### src/rtl/tl_pkg.sv
// rtl/tl_pkg.sv - state encoding and lamp codes for the intersection sequencer
package tl_pkg;

   typedef enum logic [2:0] {
      ST_NS_GREEN  = 3'd0,
      ST_NS_YELLOW = 3'd1,
      ST_ALL_RED_A = 3'd2,
      ST_EW_GREEN  = 3'd3,
      ST_EW_YELLOW = 3'd4,
      ST_ALL_RED_B = 3'd5,
      ST_PED_WALK  = 3'd6
   } tl_state_e;

   localparam logic [2:0] LAMP_R = 3'b100;
   localparam logic [2:0] LAMP_Y = 3'b010;
   localparam logic [2:0] LAMP_G = 3'b001;

endpackage

### src/rtl/phase_timer.sv
// rtl/phase_timer.sv - loadable tick-enabled down-counter with zero flag
module phase_timer #(
   parameter int               CNT_W   = 8,
   parameter logic [CNT_W-1:0] RST_VAL = '0
) (
   input  logic             clk,
   input  logic             reset,
   input  logic             i_tick,
   input  logic             i_load,
   input  logic [CNT_W-1:0] i_load_val,
   output logic [CNT_W-1:0] o_count,
   output logic             o_zero
);

   logic [CNT_W-1:0] r_count;

   // A load always wins: it happens on the expiring tick, which must not decrement.
   always_ff @(posedge clk or negedge reset) begin
      if (!reset) begin
         r_count <= RST_VAL;
      end else if (i_load) begin
         r_count <= i_load_val;
      end else if (i_tick && (r_count != '0)) begin
         r_count <= r_count - CNT_W'(1);
      end
   end

   assign o_count = r_count;
   assign o_zero  = (r_count == '0);

endmodule

### src/rtl/traffic_phase_ctrl.sv
// rtl/traffic_phase_ctrl.sv - NS/EW phase sequencer; PED_WALK_EN adds a walk phase
module traffic_phase_ctrl
   import tl_pkg::*;
#(
   parameter int GREEN_TICKS  = 30,
   parameter int YELLOW_TICKS = 3,
   parameter int ALLRED_TICKS = 2,
   parameter int WALK_TICKS   = 10,
   parameter int CNT_W        = 8
) (
   input  logic             clk,
   input  logic             reset,
   input  logic             tick,
   input  logic             ped_req,
   output logic [2:0]       ns_light,
   output logic [2:0]       ew_light,
   output logic             ped_walk,
   output logic [CNT_W-1:0] phase_left
);

   function automatic logic [CNT_W-1:0] phase_len_m1(input tl_state_e s);
      case (s)
         ST_NS_GREEN, ST_EW_GREEN:   phase_len_m1 = CNT_W'(GREEN_TICKS - 1);
         ST_NS_YELLOW, ST_EW_YELLOW: phase_len_m1 = CNT_W'(YELLOW_TICKS - 1);
         ST_PED_WALK:                phase_len_m1 = CNT_W'(WALK_TICKS - 1);
         default:                    phase_len_m1 = CNT_W'(ALLRED_TICKS - 1);
      endcase
   endfunction

   tl_state_e r_state;
   tl_state_e w_next;
   logic      w_zero;
   logic      w_expire;
   logic      w_go_walk;

   assign w_expire = tick & w_zero;

`ifdef PED_WALK_EN
   logic r_ped_pending;

   assign w_go_walk = r_ped_pending | ped_req;

   // Entering the walk consumes the request, even one arriving on that same tick.
   always_ff @(posedge clk or negedge reset) begin
      if (!reset) begin
         r_ped_pending <= 1'b0;
      end else if (w_expire && (r_state == ST_ALL_RED_B) && w_go_walk) begin
         r_ped_pending <= 1'b0;
      end else if (ped_req && (r_state != ST_PED_WALK)) begin
         r_ped_pending <= 1'b1;
      end
   end

   assign ped_walk = (r_state == ST_PED_WALK);
`else
   logic w_unused_ped;

   assign w_go_walk    = 1'b0;
   assign w_unused_ped = ped_req;
   assign ped_walk     = 1'b0;
`endif

   always_comb begin
      w_next = ST_NS_GREEN;
      case (r_state)
         ST_NS_GREEN:  w_next = ST_NS_YELLOW;
         ST_NS_YELLOW: w_next = ST_ALL_RED_A;
         ST_ALL_RED_A: w_next = ST_EW_GREEN;
         ST_EW_GREEN:  w_next = ST_EW_YELLOW;
         ST_EW_YELLOW: w_next = ST_ALL_RED_B;
         ST_ALL_RED_B: w_next = w_go_walk ? ST_PED_WALK : ST_NS_GREEN;
         default:      w_next = ST_NS_GREEN;
      endcase
   end

   always_ff @(posedge clk or negedge reset) begin
      if (!reset) begin
         r_state <= ST_ALL_RED_B;
      end else if (w_expire) begin
         r_state <= w_next;
      end
   end

   phase_timer #(
      .CNT_W   (CNT_W),
      .RST_VAL (CNT_W'(ALLRED_TICKS - 1))
   ) u_timer (
      .clk        (clk),
      .reset      (reset),
      .i_tick     (tick),
      .i_load     (w_expire),
      .i_load_val (phase_len_m1(w_next)),
      .o_count    (phase_left),
      .o_zero     (w_zero)
   );

   // Lamps depend on the state register only, so they switch one clk after expiry.
   always_comb begin
      ns_light = LAMP_R;
      ew_light = LAMP_R;
      case (r_state)
         ST_NS_GREEN:  ns_light = LAMP_G;
         ST_NS_YELLOW: ns_light = LAMP_Y;
         ST_EW_GREEN:  ew_light = LAMP_G;
         ST_EW_YELLOW: ew_light = LAMP_Y;
         default: begin
            ns_light = LAMP_R;
            ew_light = LAMP_R;
         end
      endcase
   end

endmodule

### config.mk
export PLATFORM = sky130hd
export DESIGN_NAME = traffic_phase_ctrl
export DESIGN_NICKNAME = d
export VERILOG_FILES = /design/src/rtl/tl_pkg.sv /design/src/rtl/phase_timer.sv /design/src/rtl/traffic_phase_ctrl.sv
export SDC_FILE = /design/constraint.sdc
export NUM_CORES = 1
export LEC_CHECK = 0
export ABC_CLOCK_PERIOD_IN_PS = 3000
export BUFFER_PORTS_ARGS = -buffer_cell sky130_fd_sc_hd__buf_2
export CORE_ASPECT_RATIO = 0.6
export CORE_MARGIN = 2
export CORE_UTILIZATION = 25
export DETAILED_ROUTE_END_ITERATION = 8
export GPL_ROUTABILITY_DRIVEN = 1
export MAX_ROUTING_LAYER = met4
export PLACE_DENSITY = 0.4
export SLEW_MARGIN = 5
export SYNTH_ARGS = -nofsm -noshare
export SYNTH_HDL_FRONTEND = slang
export SYNTH_HIERARCHICAL = 1
export SYNTH_SLANG_ARGS = --single-unit
### constraint.sdc
create_clock -name clk -period 3 [get_ports clk]
set_input_delay 0.3 -clock clk [delete_from_list [all_inputs] [get_ports clk]]
set_output_delay 0.3 -clock clk [all_outputs]
set_load 0.02 [all_outputs]
==> impl_metrics.py, run 1 <==
metrics = {
    "run_status": {
        "outcome": "finished, final reports clean",
    },
    "floorplan": {
        "die-area_um2": 3670,
        "row_count": 15,
        "start_util_pct": 27.0,
        "die_w_um": 76.8,
        "core_um2": 2950,
        "ios": 19,
        "die_h_um": 47.7,
    },
    "global_routing": {
        "antenna_found_initial": 0,
        "grt_max_degree": 17,
        "grt_pass1_vias": 605,
        "grt_first_pass_wirelength_um": 3190,
        "grt_util_all_layers_pct": 12.7,
        "overflow": 0,
    },
    "critical_path": {
        "critPathArrivalTime_ns": 2.53,
        "path_class": "register to register",
        "crit_required_ns": 3.12,
        "ff2ff_path_depth": 8,
        "crit_fanout": 16,
        "r2r_end": "u_timer/o_count[5]",
        "regToRegSetupSlack_ns": 0.59,
        "rr_startpoint": "u_timer/o_count[1]",
        "cp-start-kind": "register",
        "crit_path_end_kind": "register",
    },
    "logic_synthesis": {
        "netlist_instances": 84,
        "synth_cell_types": 44,
        "yosysSeqAreaShare_pct": 35.1,
        "ys_ff_latch": 11,
        "synth_common_cells": "dfrtp_1 (8), nor2_1 (7), a21oi_1 (5)",
        "netlist_area_um2": 796,
        "yosysMostFrequentCell": "dfrtp_1",
        "yosys-top-cells-area": "dfrtp_1 (25%), dfstp_2 (9.9%), nor2_1 (3.3%)",
        "async_reset_ff_share_pct": 100,
        "yosys_warnings": 6,
        "synth_edf_count": 0,
        "yosysTopAreaCell": "dfrtp_1",
        "avgSynthCellArea_um2": 9.47,
        "synthFlopType": "dfrtp_1",
        "synth_top_area_share_pct": 25.2,
    },
    "sta": {
        "fmax_ghz": 0.414,
        "finalCriticalPeriod_ns": 2.41,
        "hold_viol": 0,
        "finalCritPeriodShare_pct": 80.4,
        "relSlewSlack_pct": 52.2,
        "skew_ns": 0.00726,
        "tightestPinTransition_ns": 0.710,
        "finalMaxSlewViolations": 0,
        "rsz0062_at_grt": "no",
        "setup_tns_ns": 0,
        "setup_violations": 0,
        "whs_ns": 0.403,
    },
    "power": {
        "p_per_area_nw_per_um2": 1100,
        "ir_drop_v": 0.000316,
        "p_leak_nw": 0.422,
    },
    "detailed_routing": {
        "drt_iter0_markers": 94,
        "drc": 0,
        "dr.pass1.iters": 4,
        "vias": 704,
        "via_per_inst": 4.79,
        "avgRoutedWirePerCell_um": 13.2,
        "ant_nets": 0,
        "drt-total-wl_um": 1940,
    },
    "placed_design": {
        "dp_hpwl_um": 1380,
        "finalWeightedCongestion": 0.730,
        "portBuffers": 16,
    },
    "cts": {
        "cts_setup_buffers": 0,
        "cts_sinks": 11,
        "clk_latency_ns": 0.24,
        "clk_path_buf_depth": 2,
        "cts_tree": "built",
        "clk_pin_slew_ns": 0.05,
        "cts_resized": 0,
        "cts-root-buf": "clkbuf_8",
        "cts_buffers": 3,
        "hold_buffers": 1,
        "cts_htree_levels": 1,
    },
    "min_path": {
        "min_to": "u_timer/o_count[0]",
        "hold_depth": 3,
        "hp-start": "tick",
        "min-delay-path-class": "primary input to register",
    },
    "job": {
        "cap_viol_max_count": 0,
    },
    "layout": {
        "drive_above_1_share_pct": 32.4,
        "antennaDiodeCount": 0,
        "nNetsFinal": 112,
        "area_delta_synth_final_pct": 22.0,
    },
}
==> worst max-delay path by stage <==
stage	startpoint	to	slack, ns	depth (start not counted)
global route	u_timer/o_count[1]	u_timer/o_count[7]	0.41	8
floorplan	u_timer/o_count[1]	u_timer/o_count[7]	0.65	8
finish	u_timer/o_count[1]	u_timer/o_count[5]	0.59	8
CTS	u_timer/o_count[1]	u_timer/o_count[5]	0.60	8
detailed placement	u_timer/o_count[1]	u_timer/o_count[5]	0.63	8
global placement	u_timer/o_count[1]	u_timer/o_count[7]	0.62	8
==> stage by stage <==
stage / util, % / power, mW / instances / instance area [um2] / worst slack (ns)
final: 33.0 / 1.07 / 147 / 971 / 0.587
after global routing: 33.0 / 1.17 / 147 / 971 / 0.411
after CTS: 33.0 / 1.08 / 147 / 971 / 0.603
after detailed placement: 31.1 / 0.913 / 142 / 916 / 0.632
after global placement: 31.1 / 0.923 / 142 / 916 / 0.620
after floorplan: - / 0.773 / 87 / 807 / 0.651
==> routing by layer <==
metal  GRT usage, %  vias to the layer above  wire length [um]
li1               -                      357                 -
met1           18.8                      324              1060
met2           15.6                       18               727
met3           3.96                        5               131
met4           4.36                        0                22
met5              -                        -                 0
==> placed cells by master (no fill, tap or decap), types with 2 or more instances in the layout <==
| cell type | n |
|---|---|
| nand4_1 | 2 |
| buf_4 | 3 |
| nand2_1 | 3 |
| a31oi_1 | 2 |
| nor2_1 | 7 |
| clkbuf_8 | 3 |
| conb_1 | 4 |
| a221o_1 | 2 |
| a22o_1 | 2 |
| dfstp_2 | 3 |
| o211ai_1 | 3 |
| a21oi_1 | 5 |
| nor3b_2 | 2 |
| inv_1 | 2 |
| ha_1 | 2 |
| or4_1 | 3 |
| buf_2 | 16 |
| dfrtp_1 | 8 |
| nand3_1 | 2 |
| nor3_1 | 3 |
| o21ai_0 | 2 |
| nor3b_1 | 3 |
==> where the power goes <==
part / total, mW / leakage, nW / switching [mW] / internal [mW]
sequential: 0.349 / 0.131 / 0.120 / 0.229
combinational: 0.571 / 0.269 / 0.320 / 0.251
clock: 0.152 / 0.0228 / 0.0585 / 0.0935
==> logic make-up (layout without fill, tap and decap cells) <==
group	count (synthesis)	in the layout	synth area share (%)
AND/OR/NAND/NOR	34	34	27.2
AO/OA/AOI/OAI	25	25	23.6
flip-flops	11	11	35.1
adder cells (fa/ha/maj)	2	2	3.14
buffers and inverters	9	27	7.23
multiplexers	2	2	3.30
other	1	4	0.471
==> sequential cells by signal, indices dropped and copies added, names as in the netlist <==
name and flops:
u_timer/o_count 8, r_state 3
==> critical path, stage by stage (launching register included) <==
cell,delay (ns)
dfrtp_1,0.42
inv_1,0.10
ha_1,0.19
or3b_2,0.49
nor2_1,0.25
and2_2,0.21
buf_4,0.21
nor3_1,0.07
a221o_1,0.34
==> layout make-up <==
cell class	instances	area [um2]
repair buffers	20	113
inverters	3	11.3
fillers	334	1980
well taps	42	52.6
clock buffers	4	45.0
flip-flops and latches	11	279
multi-input cells	67	470
(Power assumes the default switching activity.)
==> inputs of run 2 (changes only) <==
Settings changed: ABC_CLOCK_PERIOD_IN_PS 3000 to 2000, PLACE_DENSITY 0.4 to 0.42.
Clock period 3 ns to 2 ns, I/O delays scaled along.
==> run 2 against run 1 <==
  * Clock-buffer cell count did not move
  * Global-route usage rose by 0.76 points
  * Critical path depth did not move
  * Sequential power rose by 35%
  * Via count rose by 12%
  * Register-to-register slack got worse by 0.53 ns
  * Non-clock buffer count rose by 17
  * Critical path type unchanged
==> impl_metrics.py, run 2 (synthesis gave the netlist of run 1 again) <==
metrics = {
    "sta": {
        "finalCritPeriodShare_pct": 97.3,
        "finalMaxSlewViolations": 0,
        "setup_tns_ns": 0,
        "rsz0062_at_grt": "yes",
        "skew_ns": 0.00933,
        "finalCriticalPeriod_ns": 1.95,
        "setup_violations": 0,
        "hold_viol": 0,
        "fmax_ghz": 0.514,
    },
    "layout": {
        "drive_above_1_share_pct": 49.6,
        "antennaDiodeCount": 0,
        "fin_util_pct": 39.0,
        "fillers": 309,
        "largest_reg_flops": 8,
        "fin_area_um2": 1150,
        "nNetsFinal": 130,
        "fin_cells": 165,
        "final_common_cell": "buf_4",
        "final_cell_mix": "buf_4 (19), buf_2 (16), nor2_1 (6), a21oi_1 (5), dfrtp_1 (5)",
        "area_delta_synth_final_pct": 44.5,
    },
    "power": {
        "internal_power_mw": 1.05,
        "p_per_area_nw_per_um2": 1640,
        "switching_power_mw": 0.834,
        "ir_drop_v": 0.000539,
        "p_leak_nw": 0.513,
        "p_seq_share_pct": 24.9,
        "combinationalPowerShare_pct": 63.0,
        "p_sw_share_pct": 44.2,
        "power_frac_clock_pct": 12.1,
        "power_mw": 1.89,
    },
    "min_path": {
        "min-delay-path-class": "primary input to register",
        "hp-start": "tick",
    },
    "detailed_routing": {
        "drt_iter0_markers": 64,
        "via_per_inst": 4.79,
        "drc": 0,
        "dr.pass1.iters": 4,
        "ant_nets": 0,
        "drt-total-wl_um": 2270,
        "vias": 790,
        "avgRoutedWirePerCell_um": 13.7,
    },
    "critical_path": {
        "rr_startpoint": "u_timer/o_count[1]",
        "crit_path_end_kind": "register",
        "path_class": "register to register",
        "critPathArrivalTime_ns": 2.06,
        "cp-startpoint": "u_timer/o_count[1]",
        "path_buf_inv": 2,
        "cp-start-kind": "register",
        "critPathMaxStageDelay_ns": 0.41,
        "crit_required_ns": 2.12,
        "slowest_stage": "dfrtp_2",
        "crit_family": "simple AND/OR/NAND/NOR gates",
        "crit_fanout": 5,
        "path_cells": "inv_2 -> ha_4 -> or3b_4 -> nor2_4 -> and2_4 -> clkinv_4 -> o311a_1 -> a221o_1",
    },
    "floorplan": {
        "row_count": 15,
        "ios": 19,
        "core_um2": 2950,
        "start_util_pct": 27.0,
        "die_w_um": 76.8,
        "die-area_um2": 3670,
        "die_h_um": 47.7,
    },
    "global_routing": {
        "grt_max_degree": 12,
        "grt_pass1_vias": 722,
        "grt_first_pass_wirelength_um": 3490,
        "grt_util_all_layers_pct": 13.5,
        "overflow": 0,
        "antenna_found_initial": 0,
    },
    "cts": {
        "cts_sinks": 11,
        "clk_pin_slew_ns": 0.06,
        "clk_latency_ns": 0.24,
        "clk_path_buf_depth": 2,
        "cts_tree": "built",
        "cts-root-buf": "clkbuf_8",
        "cts_htree_levels": 1,
        "cts_buffers": 3,
    },
    "run_status": {
        "outcome": "finished, final reports clean",
    },
    "placed_design": {
        "dp_cells": 156,
        "finalWeightedCongestion": 0.730,
        "dp_hpwl_um": 1620,
        "dpl_cell_area_um2": 1040,
        "portBuffers": 16,
    },
    "job": {
        "cap_viol_max_count": 0,
    },
}
## run 2: cell count changes in the layout (fill, tap and decap cells not counted), moves of 2 or more
cell / change
and2_4: +2
buf_4: +16
dfrtp_1: -3
dfrtp_2: +3
inv_1: -2
inv_2: +2
## run 2: per-layer routing
| metal | vias up | share of wire (%) | track usage [%] |
|---|---|---|---|
| li1 | 400 | - | - |
| met1 | 374 | 53 | 17.7 |
| met2 | 14 | 42 | 20.2 |
| met3 | 2 | 4.8 | 4.53 |
| met4 | 0 | 0.35 | 3.27 |
| met5 | - | 0 | - |
## run 2: path summary, 6_finish.rpt
kind / endpoint / slack, ns / depth (start not counted)
max: u_timer/o_count[7] / 0.05 / 8
min: u_timer/o_count[0] / 0.29 / 3
max reg2reg: u_timer/o_count[7] / 0.05 / 8
min reg2reg: r_state[2] / 0.63 / 1
max in group asynchronous: r_state[0] / 1.34 / 2
min in group asynchronous: u_timer/o_count[6] / 0.38 / 2
## run 2: per-stage QoR
stage                     worst slack [ns]  hold slack [ns]
after floorplan                    -0.0238          -0.0956
after global placement            -0.00389           0.0969
after detailed placement           -0.0401           0.0987
after CTS                           0.0192            0.293
after global routing               -0.0129            0.320
final                               0.0541            0.294
## run 2: cell type report
cell class | count | area, um2 | area share, %
Tap cell | 42 | 52.6 | 4.57
Clock buffer | 4 | 45.0 | 3.92
Multi-Input combinational cell | 68 | 509 | 44.3
Sequential cell | 11 | 283 | 24.6
Inverter | 3 | 16.3 | 1.41
Timing Repair Buffer | 37 | 244 | 21.2
## run 2: worst reg2reg max path: stages (launching register included)
cell and delay (ns):
dfrtp_2 0.41, inv_2 0.08, ha_4 0.12, or3b_4 0.40, nor2_4 0.14, and2_4 0.21
clkinv_4 0.07, o311a_1 0.11, a221o_1 0.29
## run 2: timing repair
action | in CTS | in global routing
setup buffers | 2 | 1
endpoints found under the hold margin | 8 | 0
gates resized for setup | 1 | 4
hold buffers | 1 | 0
pin swaps | 2 | 3
setup endpoints to repair | 2 | 4
cloned | 1 | 0
## run 2: power by group through the flow
stage | combinational, mW | clock [mW] | sequential, mW
global route | 1.30 | 0.243 | 0.491
floorplan | 0.655 | 0 | 0.552
global placement | 1.11 | 0 | 0.465
CTS | 1.15 | 0.236 | 0.466
detailed placement | 1.11 | 0 | 0.468
finish | 1.19 | 0.228 | 0.470
==> inputs of run 3 (changes only) <==
Settings changed: ABC_AREA from default to 1, SETUP_SLACK_MARGIN from default to 0.5.
==> run 3 against run 2 <==
  * Design area rose by 14%
  * Synthesized area rose by 4.7%
  * Fmax rose by 32%
  * Hold slack improved by 0.092 ns
  * Non-clock buffer count fell by 2
  * Clock-buffer cell count did not move
  * Combinational power rose by 40%
  * Utilization rose by 1.7 points
  * Sequential share of layout area fell by 2.9 points
  * Total power rose by 27%
  * Flip-flop and latch count did not move
==> impl_metrics.py, run 3 <==
metrics = {
    "run_status": {
        "outcome": "finished, final reports clean",
    },
    "min_path": {
        "min-delay-path-class": "primary input to async pin",
    },
    "sta": {
        "hold_viol": 0,
        "skew_ns": 0.00237,
        "layout_setup_ws_ns": 0.525,
        "finalMaxSlewViolations": 0,
        "finalCriticalPeriod_ns": 1.47,
        "rsz0062_at_grt": "yes",
        "setup_violations": 0,
        "fmax_ghz": 0.678,
        "finalCritPeriodShare_pct": 73.7,
        "setup_tns_ns": 0,
    },
    "logic_synthesis": {
        "synth_edf_count": 0,
        "synth_top_family_by_area": "simple AND/OR/NAND/NOR gates",
        "synth-simple-area-share_pct": 43.1,
        "synthFlopType": "dfrtp_1",
        "yosys-top-cells-area": "dfrtp_1 (24%), nand2_1 (22%), dfstp_2 (9.5%)",
        "avgSynthCellArea_um2": 6.36,
        "synth-compound-area-share_pct": 8.41,
        "async_reset_ff_share_pct": 100,
        "synth_cell_types": 23,
        "netlist_area_um2": 833,
        "yosysTopAreaCell": "dfrtp_1",
        "yosysMostFrequentCell": "nand2_1",
        "synth_top_area_share_pct": 24.0,
        "yosys.area_share.adder_pct": 3.00,
        "netlist_instances": 131,
        "synthMuxAreaShare_pct": 0,
        "synth_common_cells": "nand2_1 (49), inv_1 (15), nand3_1 (15), nor2_1 (11), dfrtp_1 (8)",
        "yosys_warnings": 6,
        "ys_ff_latch": 11,
        "synth_xor_area_share_pct": 1.05,
        "yosysSeqAreaShare_pct": 33.5,
    },
    "critical_path": {
        "crit_required_ns": 2.13,
        "crit_path_end_kind": "register",
        "critPathArrivalTime_ns": 1.61,
        "path_class": "register to register",
        "cp-start-kind": "register",
        "crit_fanout": 8,
    },
    "cts": {
        "clk_path_buf_depth": 2,
        "clk_latency_ns": 0.24,
        "cts_buffers": 3,
        "cts_sinks": 11,
        "cts_htree_levels": 1,
        "cts_tree": "built",
        "clk_pin_slew_ns": 0.06,
        "cts-root-buf": "clkbuf_8",
    },
    "power": {
        "p_sw_share_pct": 50.7,
        "p_seq_share_pct": 20.8,
        "ir_drop_v": 0.000792,
        "p_per_area_nw_per_um2": 1830,
        "power_frac_clock_pct": 9.8,
        "p_leak_nw": 0.681,
        "switching_power_mw": 1.22,
        "internal_power_mw": 1.19,
        "combinationalPowerShare_pct": 69.4,
    },
    "placed_design": {
        "dp_cells": 194,
        "portBuffers": 16,
        "place_worst_setup_slack_ns": 0.385,
        "finalWeightedCongestion": 0.779,
        "dpl_cell_area_um2": 1010,
        "dp_hpwl_um": 1650,
    },
    "layout": {
        "drive_above_1_share_pct": 45.0,
        "nNetsFinal": 178,
        "fin_area_um2": 1310,
        "fin_cells": 216,
        "final_common_cell": "nand2_1",
        "fin_util_pct": 40.7,
        "largest_reg_flops": 8,
        "antennaDiodeCount": 0,
        "final_cell_mix": "nand2_1 (43), buf_4 (16), nand3_1 (15), buf_2 (15), inv_1 (10)",
        "area_delta_synth_final_pct": 57.5,
    },
    "floorplan": {
        "core_um2": 3220,
        "start_util_pct": 25.9,
        "ios": 19,
        "die_h_um": 48.7,
        "row_count": 16,
        "die-area_um2": 3830,
        "die_w_um": 78.5,
    },
    "detailed_routing": {
        "drt-total-wl_um": 2530,
        "ant_nets": 0,
        "vias": 906,
        "drc": 0,
        "dr.pass1.iters": 4,
        "via_per_inst": 4.19,
        "drt_iter0_markers": 60,
        "avgRoutedWirePerCell_um": 11.7,
    },
    "global_routing": {
        "grt_util_all_layers_pct": 14.3,
        "grt_pass1_vias": 829,
        "grt_max_degree": 12,
        "grt_first_pass_wirelength_um": 4040,
        "overflow": 0,
        "antenna_found_initial": 0,
    },
    "job": {
        "cap_viol_max_count": 0,
    },
}
run 3: changes by cell type after synthesis, moves of 3 or more:
cell and delta:
a21oi_1 -3, nor2_1 +4, nand2_2 +3, nor3_1 -3, inv_1 +13, or4_1 -3, nand3_1 +13, o211ai_1 -3
nand2_1 +46, nor3b_1 -3, o21ai_0 +3, inv_2 +4
run 3: worst max-delay path, cell delays in order (launching register included):
cell and delay (ns):
dfstp_2 0.55, inv_4 0.04, ha_4 0.15, nand2_4 0.06, nor2_4 0.05, nand2_4 0.08
inv_8 0.05, buf_8 0.13, nand2_1 0.06, o21ai_1 0.06, nand2_1 0.05, o21ai_1 0.06
run 3: final cells by class:
| cell class | instances | area, um2 |
|---|---|---|
| timing repair buffer | 35 | 259 |
| fill | 350 | 1910 |
| sequential | 11 | 285 |
| clock buffer | 4 | 45.0 |
| multi-input combinational | 101 | 573 |
| tap | 45 | 56.3 |
| inverter | 20 | 93.8 |
run 3: power groups by stage:
stage | Sequential (mW) | Combinational [mW] | Clock (mW)
floorplan | 0.587 | 0.847 | 0
global placement | 0.527 | 1.23 | 0
detailed placement | 0.528 | 1.23 | 0
CTS | 0.509 | 1.47 | 0.241
global route | 0.523 | 1.85 | 0.253
finish | 0.501 | 1.67 | 0.236
run 3: worst paths after layout:
kind | slack, ns | cells after the start | to | start
worst max-delay path | 0.53 | 11 | u_timer/o_count[1] | u_timer/o_count[0]
worst min-delay path | 0.39 | 2 | u_timer/o_count[4] | reset
worst max register to register | 0.53 | 11 | u_timer/o_count[1] | u_timer/o_count[0]
worst min register to register | 0.52 | 2 | r_state[2] | r_state[2]
max in group asynchronous | 1.33 | 2 | r_state[2] | reset
min in group clk | 0.40 | 4 | u_timer/o_count[0] | tick
run 3: cell families after synthesis:
group	after synthesis
other	1
buffers and inverters	22
adder cells (fa/ha/maj)	2
XOR/XNOR	1
flip-flops	11
AO/OA/AOI/OAI	11
AND/OR/NAND/NOR	83
run 3: timing repair:
item | in CTS | in global routing
hold buffers | 1 | 0
hold endpoints to repair | 8 | 0
cloned | 1 | 0
pin swaps | 3 | 7
setup endpoints to repair | 9 | 13
setup buffers | 11 | 5
resized for setup | 10 | 24
run 3: per-layer routing:
metal | share of wire (%) | up-vias | GRT usage (%)
met2 | 40 | 14 | 18.4
met3 | 4.5 | 2 | 4.85
li1 | - | 484 | -
met5 | 0 | - | -
met4 | 0.32 | 0 | 2.63
met1 | 55 | 406 | 21.5
run 3: stage by stage:
stage                     total power, mW  hold slack [ns]
after floorplan                      1.43          -0.0956
after global placement               1.76            0.104
after detailed placement             1.76            0.108
after CTS                            2.22            0.359
after global routing                 2.62            0.424
final                                2.40            0.387
